`src/rtl/demux.sv`:
```
// 1-to-8 demultiplexer: routes e1 to the output selected by {sel0,sel1,sel2}.
// OUT_REG selects a registered (1-cycle, async-cleared) or purely combinational output path.
module demux #(
  parameter int OUT_REG = 1
) (
  input  logic clk,
  input  logic rst_n,
  output logic s0,
  output logic s1,
  output logic s2,
  output logic s3,
  output logic s4,
  output logic s5,
  output logic s6,
  output logic s7,
  input  logic e1,
  input  logic sel0,
  input  logic sel1,
  input  logic sel2
);

  logic [2:0] idx_p0;
  logic [7:0] dec_p0;
  logic [7:0] s_out;

  // Shifting a single bit guarantees the result is one-hot or all-zero.
  function automatic logic [7:0] decode(input logic en, input logic [2:0] idx);
    logic [7:0] one;
    one    = {7'b0, en};
    decode = one << idx;
  endfunction

  // Stage p0: combinational decode of the current inputs
  assign idx_p0 = {sel0, sel1, sel2};
  assign dec_p0 = decode(e1, idx_p0);

  generate
    if (OUT_REG != 0) begin : g_reg
      logic [7:0] dec_p1;

      // Stage p1: output register, cleared immediately when reset asserts
      always_ff @(posedge clk or negedge rst_n) begin
        if (!rst_n) begin
          dec_p1 <= '0;
        end else begin
          dec_p1 <= dec_p0;
        end
      end

      assign s_out = dec_p1;
    end else begin : g_comb
      logic unused_clk_rst;
      assign unused_clk_rst = clk ^ rst_n;
      assign s_out          = dec_p0;
    end
  endgenerate

  assign {s7, s6, s5, s4, s3, s2, s1, s0} = s_out;

endmodule

```
`config.mk`:
```
export PLATFORM = sky130hd
export DESIGN_NAME = demux
export DESIGN_NICKNAME = d
export VERILOG_FILES = /design/src/rtl/demux.sv
export SDC_FILE = /design/constraint.sdc
export NUM_CORES = 1
export LEC_CHECK = 0
export ABC_AREA = 1
export ABC_CLOCK_PERIOD_IN_PS = 1000
export CORE_AREA = 2 2 39 41
export CTS_CLUSTER_SIZE = 16
export DETAILED_ROUTE_END_ITERATION = 7
export DIE_AREA = 0 0 41 43
export PLACE_DENSITY_LB_ADDON = 0.05
export SETUP_SLACK_MARGIN = 0.02
export SYNTH_ARGS = -nofsm -noshare
export SYNTH_HDL_FRONTEND = slang
export SYNTH_SLANG_ARGS = --single-unit
```
`constraint.sdc`:
```
create_clock -name clk -period 1 [get_ports clk]
set_input_delay 0.3 -clock clk [delete_from_list [all_inputs] [get_ports clk]]
set_output_delay 0.3 -clock clk [all_outputs]
set_load 0.02 [all_outputs]
```
==> flow_summary.json <==
{
  "place_ws_ps": -204,
  "path_buf_inv": 1,
  "fin_tns_setup_ps": -336,
  "ant_nets": 0,
  "maxCapViolCount": 0,
  "path_delay_family": "flip-flops",
  "hold_ws_ps": 321,
  "grt-ovfl-total": 0,
  "min_path_type": "input port to async pin",
  "hold_viol_final": 0,
  "yosys_warnings": 0,
  "endpoint_kind": "output pin",
  "syn_area_per_cell_um2": 11.4,
  "cts.sinks": 8,
  "num_antenna_cells": 0,
  "coreArea_um2": 1380,
  "nets": 47,
  "maxSlewViolCount": 0,
  "ys_ff_latch": 8,
  "peakVddDrop_v": 0.000475,
  "largest_reg_flops": 8,
  "violations": "negative setup slack",
  "start_util_pct": 18.9,
  "io_buffers": 13,
  "leakagePower_nw": 0.229,
  "dr.pass1.iters": 3,
  "grt_pass1_vias": 170,
  "drc": 0,
  "grt_max_degree": 9,
  "viasPerCell": 3.58,
  "die_area_um2": 1760,
  "rows": 14,
  "yosysUniqueCellTypes": 5,
  "finalWorstSetupSlack_ps": -49.2,
  "htree_levels": 1,
  "cts_tree": "built",
  "p_per_area_nw_per_um2": 1450,
  "chipHeight_um": 43,
  "finalPower_mw": 0.645,
  "die_w_um": 41,
  "fill_cells": 137,
  "cp.arrival_ps": 750,
  "grt_setup_unrepaired": "true",
  "cts.path.max_buffers": 2,
  "final_cell_mix": "nor2_1, dfrtp_1, buf_6",
  "dp_cells": 52,
  "dp_hpwl_um": 350,
  "period_needed_ps": 1050,
  "place_congestion": 0.710,
  "root_buffer": "clkbuf_4",
  "area_growth_pct": 69.9,
  "relSlewSlack_pct": 77.3,
  "critPathLaunchType": "register",
  "syn_nets": 29,
  "setup_viol": 8,
  "first_iter_violations": 2,
  "worst_pin_slew_ps": 340,
  "track_usage_pct": 6.60,
  "crit_type": "register to output pin",
  "final_util_pct": 32.1,
  "postRouteWirelength_um": 450,
  "crit_required_ps": 700,
  "postCtsSetupRepairBufs": 0,
  "clk_pin_slew_ps": 50,
  "cts_hold_buffers": 0,
  "placed_cell_area_um2": 412,
  "fin_cells": 55,
  "design_area_um2": 444,
  "cts_made_buffers": 3,
  "worst-path-max-fanout": 1,
  "fin_crit_sh_pct": 105,
  "regMostFlops": "g_reg.dec_p1",
  "drive_gt1_share_pct": 30.8,
  "syn_area_um2": 262,
  "clock.fmax_mhz": 953,
  "slowest_stage": "dfrtp_1",
  "io_pins": 14,
  "synth_cells": 23,
  "reg_top3": "g_reg.dec_p1 (8)",
  "cpPeakStageDelay_ps": 370,
  "grt_first_pass_wirelength_um": 696,
  "antenna_found_initial": 0,
  "crit_chain": "buf_6",
  "post_cts_resize_count": 48,
  "post_drt_wl_per_cell_um": 8.18,
  "synth_seq_area_share_pct": 76.6,
  "status": "finished, violations left",
  "vias": 197
}
==> report_power, final <==
group / internal, mW / total (mW) / switching (mW)
Sequential: 0.333 / 0.336 / 0.00357
Combinational: 0.0373 / 0.0732 / 0.0360
Clock: 0.137 / 0.236 / 0.0990
Total: 0.506 / 0.645 / 0.139
==> cells by family after synthesis <==
group,count (synthesis),synth area share [%]
buffers and inverters,3,4.31
DFF,8,76.6
and+or+nand+nor,12,19.1
==> synth_stat cells <==
| master | instances | share of area (%) |
|---|---|---|
| nand3_1 | 4 | 7.7 |
| nor2_1 | 8 | 11 |
| inv_1 | 2 | 2.9 |
| dfrtp_1 | 8 | 77 |
| inv_2 | 1 | 1.4 |
==> cell type report <==
class	count	area, µm²	area share [%]
flip-flops and latches	8	200	45.1
inverters	3	11.3	2.54
clock buffers	3	22.5	5.07
multi-input cells	12	50.0	11.3
well taps	16	20.0	4.51
repair buffers	13	140	31.5
==> per-layer routing <==
metal  GRT usage, %  wire (µm)  up-vias
met5              0          0        -
met4           8.00          8        0
met3           3.14         60        2
met2           6.56        178       11
met1           8.67        202       82
li1               -          -      102
==> path summary, 6_finish.rpt <==
check / start / end / slack [ps] / cells past startpoint
min in group clk: sel2 / g_reg.dec_p1[7]$_DFF_PN0_ / 670 / 3
setup / recovery: g_reg.dec_p1[7]$_DFF_PN0_ / s7 / -50 / 1
max in group asynchronous: rst_n / g_reg.dec_p1[1]$_DFF_PN0_ / 430 / 1
hold / removal: rst_n / g_reg.dec_p1[2]$_DFF_PN0_ / 320 / 1
Power figures use the tool's default switching activity.
